==> config.mk <==
export PLATFORM = sky130hd
export DESIGN_NAME = risc1_mem_initiator
export DESIGN_NICKNAME = d
export VERILOG_FILES = /design/src/rtl/risc1_mem_pkg.sv /design/src/rtl/risc1_mem_watchdog.sv /design/src/rtl/risc1_mem_initiator.sv
export SDC_FILE = /design/constraint.sdc
export NUM_CORES = 1
export LEC_CHECK = 0
export ABC_AREA = 1
export ABC_CLOCK_PERIOD_IN_PS = 1670
export BUFFER_PORTS_ARGS = -buffer_cell sky130_fd_sc_hd__buf_2
export CAP_MARGIN = 10
export CORE_MARGIN = 10
export CORE_UTILIZATION = 49
export CTS_CLUSTER_SIZE = 24
export DETAILED_ROUTE_END_ITERATION = 7
export PLACE_DENSITY = 0.88
export SYNTH_ARGS = -nofsm -noshare
export SYNTH_HDL_FRONTEND = slang
export SYNTH_SLANG_ARGS = --single-unit
export TNS_END_PERCENT = 100
==> constraint.sdc <==
create_clock -name clk -period 1.67 [get_ports clk]
set_clock_uncertainty 0.1 [all_clocks]
set_input_delay 0.0835 -clock clk [delete_from_list [all_inputs] [get_ports clk]]
set_output_delay 0.0835 -clock clk [all_outputs]
set_load 0.03 [all_outputs]
==> src/rtl/risc1_mem_pkg.sv <==
// Shared types for the risc1 memory initiator: FSM state encoding and bus address/data types.
`ifndef ARCH_SIZE
`define ARCH_SIZE 16
`endif

package risc1_mem_pkg;

  localparam int unsigned ARCH_SIZE = `ARCH_SIZE;
  localparam int unsigned BYTE_W    = 8;

  typedef enum logic [1:0] {
    IDLE,
    ISSUE,
    RELEASE,
    DONE
  } mem_init_state_t;

  typedef logic [ARCH_SIZE-1:0] mem_addr_t;
  typedef logic [BYTE_W-1:0]    mem_data_t;

endpackage

==> src/rtl/risc1_mem_watchdog.sv <==
// Per-transaction cycle counter; flags the edge at which the count reaches TIMEOUT_CYCLES.
module risc1_mem_watchdog #(
  parameter int unsigned TIMEOUT_CYCLES = 64
) (
  input  logic clk,
  input  logic reset_n,
  input  logic clear,
  input  logic enable,
  output logic expired
);

  localparam int unsigned CNT_W = (TIMEOUT_CYCLES == 0) ? 1 : $clog2(TIMEOUT_CYCLES + 1);
  localparam logic [CNT_W-1:0] LIMIT = CNT_W'(TIMEOUT_CYCLES);

  logic [CNT_W-1:0] count;

  always_ff @(posedge clk or negedge reset_n) begin
    if (!reset_n) begin
      count <= '0;
    end else if (clear) begin
      count <= '0;
    end else if (enable && (count != LIMIT)) begin
      count <= count + 1'b1;
    end
  end

  // Asserted one count early so the abort lands on the edge where the count hits the limit.
  always_comb begin
    expired = 1'b0;
    if (TIMEOUT_CYCLES != 0) begin
      expired = enable && (count == LIMIT - 1'b1);
    end
  end

endmodule

==> src/rtl/risc1_mem_initiator.sv <==
// Initiator side of the risc1 memory handshake: accepts byte load/store requests, runs the
// four-phase strobe/ready exchange with the responder and returns one response per request.
module risc1_mem_initiator
  import risc1_mem_pkg::*;
#(
  parameter int unsigned ADDR_W         = $bits(mem_addr_t),
  parameter int unsigned DATA_W         = $bits(mem_data_t),
  parameter int unsigned TIMEOUT_CYCLES = 64
) (
  input  logic              clk,
  input  logic              reset_n,
  input  logic              req_valid,
  output logic              req_ready,
  input  logic              req_write,
  input  logic [ADDR_W-1:0] req_addr,
  input  logic [DATA_W-1:0] req_wdata,
  output logic              resp_valid,
  output logic [DATA_W-1:0] resp_rdata,
  output logic              resp_error,
  output logic              mem_read,
  output logic              mem_write,
  output logic [ADDR_W-1:0] mem_address,
  output logic [DATA_W-1:0] mem_write_value,
  input  logic [DATA_W-1:0] mem_read_value,
  input  logic              mem_ready
);

  mem_init_state_t state, state_next;

  logic              write_q;
  logic [DATA_W-1:0] rdata_q;
  logic              err_q;
  logic              accept, capture, abort;
  logic              in_flight, wd_expired;

  assign in_flight = (state == ISSUE) || (state == RELEASE);

  risc1_mem_watchdog #(
    .TIMEOUT_CYCLES(TIMEOUT_CYCLES)
  ) u_watchdog (
    .clk    (clk),
    .reset_n(reset_n),
    .clear  (accept),
    .enable (in_flight),
    .expired(wd_expired)
  );

  always_ff @(posedge clk or negedge reset_n) begin
    if (!reset_n) begin
      state <= IDLE;
    end else begin
      state <= state_next;
    end
  end

  // Strobes decode from state so an asynchronous reset drops them without waiting for clk.
  always_comb begin
    state_next = state;
    accept     = 1'b0;
    capture    = 1'b0;
    abort      = 1'b0;
    req_ready  = 1'b0;
    mem_read   = 1'b0;
    mem_write  = 1'b0;
    resp_valid = 1'b0;
    resp_rdata = '0;
    resp_error = 1'b0;
    case (state)
      IDLE: begin
        req_ready = !mem_ready;
        if (req_valid && !mem_ready) begin
          accept     = 1'b1;
          state_next = ISSUE;
        end
      end
      ISSUE: begin
        mem_read  = !write_q;
        mem_write = write_q;
        if (wd_expired) begin
          abort      = 1'b1;
          state_next = DONE;
        end else if (mem_ready) begin
          capture    = 1'b1;
          state_next = RELEASE;
        end
      end
      RELEASE: begin
        if (wd_expired) begin
          abort      = 1'b1;
          state_next = DONE;
        end else if (!mem_ready) begin
          state_next = DONE;
        end
      end
      DONE: begin
        resp_valid = 1'b1;
        resp_rdata = rdata_q;
        resp_error = err_q;
        state_next = IDLE;
      end
      default: state_next = IDLE;
    endcase
  end

  always_ff @(posedge clk or negedge reset_n) begin
    if (!reset_n) begin
      write_q         <= 1'b0;
      mem_address     <= '0;
      mem_write_value <= '0;
      rdata_q         <= '0;
      err_q           <= 1'b0;
    end else if (accept) begin
      write_q         <= req_write;
      mem_address     <= req_addr;
      mem_write_value <= req_wdata;
      rdata_q         <= '0;
      err_q           <= 1'b0;
    end else if (abort) begin
      rdata_q <= '0;
      err_q   <= 1'b1;
    end else if (capture) begin
      rdata_q <= write_q ? '0 : mem_read_value;
    end
  end

endmodule

==> impl_metrics.env <==
export IMPL_die_area_sq_um=7243
export IMPL_fin_ws_ns=-0.1035
export IMPL_routedWlPerCell_um=22.50
export IMPL_numCtsBuffers=5
export IMPL_crit_type="register to register"
export IMPL_finalHoldViolCount=0
export IMPL_r2r_cells=7
export IMPL_holdPathStages=4
export IMPL_p_leak_nw=1.820
export IMPL_cp_arrival_ns=1.86
export IMPL_ir_drop_mv=1.328
export IMPL_grt_max_degree=44
export IMPL_power_density_nw_per_um2=1873
export IMPL_ant_nets=0
export IMPL_multi_input_area_sq_um=897.1
export IMPL_die_w_um=85.11
export IMPL_max_slew_margin_pct=69.04
export IMPL_grt_pass1_wl_um=11520
export IMPL_htree_levels=2
export IMPL_antenna_found_initial=1
export IMPL_vias=2556
export IMPL_fill_cells=199
export IMPL_syn_area_sq_um=2077
export IMPL_critical_path_startpoint_type="register"
export IMPL_die_y_um=85.11
export IMPL_slew_violations=0
export IMPL_max_freq_mhz=563.9
export IMPL_syn_nets=292
export IMPL_ys_types=25
export IMPL_dp_hpwl_um=3813
export IMPL_grt_use_total_pct=19.40
export IMPL_ys_ff_latch=43
export IMPL_globalRouteOverflowTotal=0
export IMPL_clk_pin_slew_ns=0.09
export IMPL_clock_latency_ns=0.31
export IMPL_endpoint_kind="register"
export IMPL_grt_busiest_layer="met2"
export IMPL_clk_path_buf_depth=2
export IMPL_cts_tree="done"
export IMPL_drt_iter0_markers=462
export IMPL_areaGrowthSynthToFinish_pct=54.88
export IMPL_nets=418
export IMPL_initial_utilization_pct=51.19
export IMPL_ys_warn_count=0
export IMPL_grt_pass1_vias=2279
export IMPL_pre_cts_ws_ns=0.06928
export IMPL_status="complete, but fails checks"
export IMPL_post_route_period_util_pct=106.2
export IMPL_clock_sinks=43
export IMPL_io_buffers=73
export IMPL_io_pins=74
export IMPL_worstPathMaxFanout=4
export IMPL_row_count=23
export IMPL_drt_total_wl_um=9585
export IMPL_seqCellArea_sq_um=1076
export IMPL_via_per_inst=6.000
export IMPL_route_detailed_drc=0
export IMPL_failed_checks="setup timing"
export IMPL_dr_pass1_iters=6
export IMPL_cap_viol_max_count=0
export IMPL_cts_root_buffer_cell="clkbuf_8"
export IMPL_holdWs_ns=0.1511
export IMPL_grt_met1_usage_pct=22.41
export IMPL_use_met3_pct=6.788
export IMPL_fin_crit_ns=1.773
export IMPL_synth_area_per_cell_sq_um=8.375
export IMPL_use_met2_pct=31.81
export IMPL_required_ns=1.76
export IMPL_finalSetupViolations=21
export IMPL_core_area_sq_um=4058
export IMPL_worst_pin_slew_ns=0.4596
export IMPL_hold_path_class="primary input to register"
export IMPL_netlist_instances=248
export IMPL_fin_area_sq_um=3217
export IMPL_drive_above_1_share_pct=32.00
export IMPL_synth_seq_area_share_pct=51.81
export IMPL_gp_congestion=0.8240
export IMPL_place_area_sq_um=2517
export IMPL_stdcell_count=426
export IMPL_rsz0062_at_grt="true"
export IMPL_place_inst=370
==> routing by layer <==
layer / part of all wire, % / vias to the layer above
met5: 0 / -
met4: 6.6 / 0
met3: 15 / 73
met2: 46 / 286
met1: 33 / 1175
li1: - / 1022
==> area by class of cell <==
class	count	share of cell area, %
Clock inverter	2	1.206
Sequential cell	43	33.45
Tap cell	50	1.945
Clock buffer	6	2.567
Multi-Input combinational cell	173	27.89
Antenna cell	1	0.07779
Inverter	28	3.656
Timing Repair Buffer	123	29.21
==> critical path, cell delays in order, from the launching register on <==
cell,delay (ns)
dfrtp_1,0.44
inv_2,0.13
ha_2,0.25
inv_1,0.09
o21ai_0,0.28
nand2_2,0.14
o211ai_1,0.12
nand2_1,0.09
==> worst paths after layout <==
kind / start / endpoint / slack, ns
setup / recovery: state[1]$_DFFE_PN0P_ / state[0]$_DFFE_PN0P_ / -0.10
hold / removal: req_valid / mem_write_value[7]$_DFFE_PN0N_ / 0.15
setup reg to reg: state[1]$_DFFE_PN0P_ / state[0]$_DFFE_PN0P_ / -0.10
hold reg to reg: mem_address[1]$_DFFE_PN0N_ / mem_address[1]$_DFFE_PN0N_ / 0.41
max in group asynchronous: reset_n / mem_address[4]$_DFFE_PN0N_ / 1.07
min in group asynchronous: reset_n / mem_address[13]$_DFFE_PN0N_ / 0.18
==> power by group <==
| group | leakage, nW | internal (mW) | switching (mW) |
|---|---|---|---|
| clock network | 0.0618 | 0.493 | 0.398 |
| registers | 0.549 | 1.50 | 0.424 |
| logic | 1.21 | 1.05 | 2.16 |
==> cells by family after synthesis <==
| logic type | after synthesis | share of synthesized area, % |
|---|---|---|
| flip-flops | 43 | 51.81 |
| adder cells (fa/ha/maj) | 7 | 4.217 |
| AND/OR/NAND/NOR | 143 | 30.12 |
| buffers and inverters | 34 | 7.590 |
| AO/OA/AOI/OAI | 21 | 6.265 |
==> sequential cells by signal (all words and copies together) (netlist names) <==
register,count
mem_write_value,8
u_watchdog.count,7
err_q,1
mem_address,16
rdata_q,8
write_q,1
state,2
==> per-stage QoR <==
step	power (mW)	TNS, ns	util (%)
6_report	6.026	-0.8017	79.28
5_1_grt	6.242	-2.452	79.28
4_1_cts	5.204	0	73.48
3_5_place_dp	4.259	0	62.04
3_3_place_gp	4.172	0	62.04
2_1_floorplan	3.522	0	-
==> what timing repair did <==
| action | 4_1_cts | 5_1_grt |
|---|---|---|
| cloned | 0 | 6 |
| buffers inserted | 0 | 7 |
| hold buffers | 34 | 0 |
| pin swaps | 0 | 3 |
| endpoints found under the hold margin | 76 | 0 |
| setup endpoints to repair | 1 | 48 |
| resized for setup | 1 | 20 |
==> layout by cell type (no fill, tap or decap), types with 4 or more instances in the layout <==
| cell | instances |
|---|---|
| nor2_1 | 17 |
| nand2_2 | 4 |
| a22oi_1 | 8 |
| buf_2 | 71 |
| buf_4 | 8 |
| nand3_1 | 5 |
| clkbuf_8 | 6 |
| o21ai_0 | 8 |
| dfrtp_1 | 43 |
| nand2_1 | 104 |
| inv_1 | 24 |
| dlygate4sd3_1 | 34 |
==> Yosys cell counts <==
master	number	area [sq um]
buf_6	3	33.78
nand2_4	2	22.52
inv_4	1	6.260
inv_1	27	101.4
a22oi_1	8	60.06
nand2_1	105	394.1
o21ai_0	8	40.04
a21oi_1	2	10.01
nor2_8	1	20.02
nor2_4	2	22.52
dfrtp_1	43	1076
nand3_1	5	25.02
buf_2	1	5.000
buf_4	1	7.510
nor2_1	17	63.81
ha_1	7	87.58
o21ai_1	1	5.000
o211ai_1	1	7.510
nor3_1	2	10.01
nand2_2	3	18.77
nor2_2	1	6.260
nand4_1	2	12.51
o21bai_1	1	7.510
nand3_2	3	30.03
clkbuf_1	1	3.750
No activity file was read; power rests on OpenSTA's default activity.
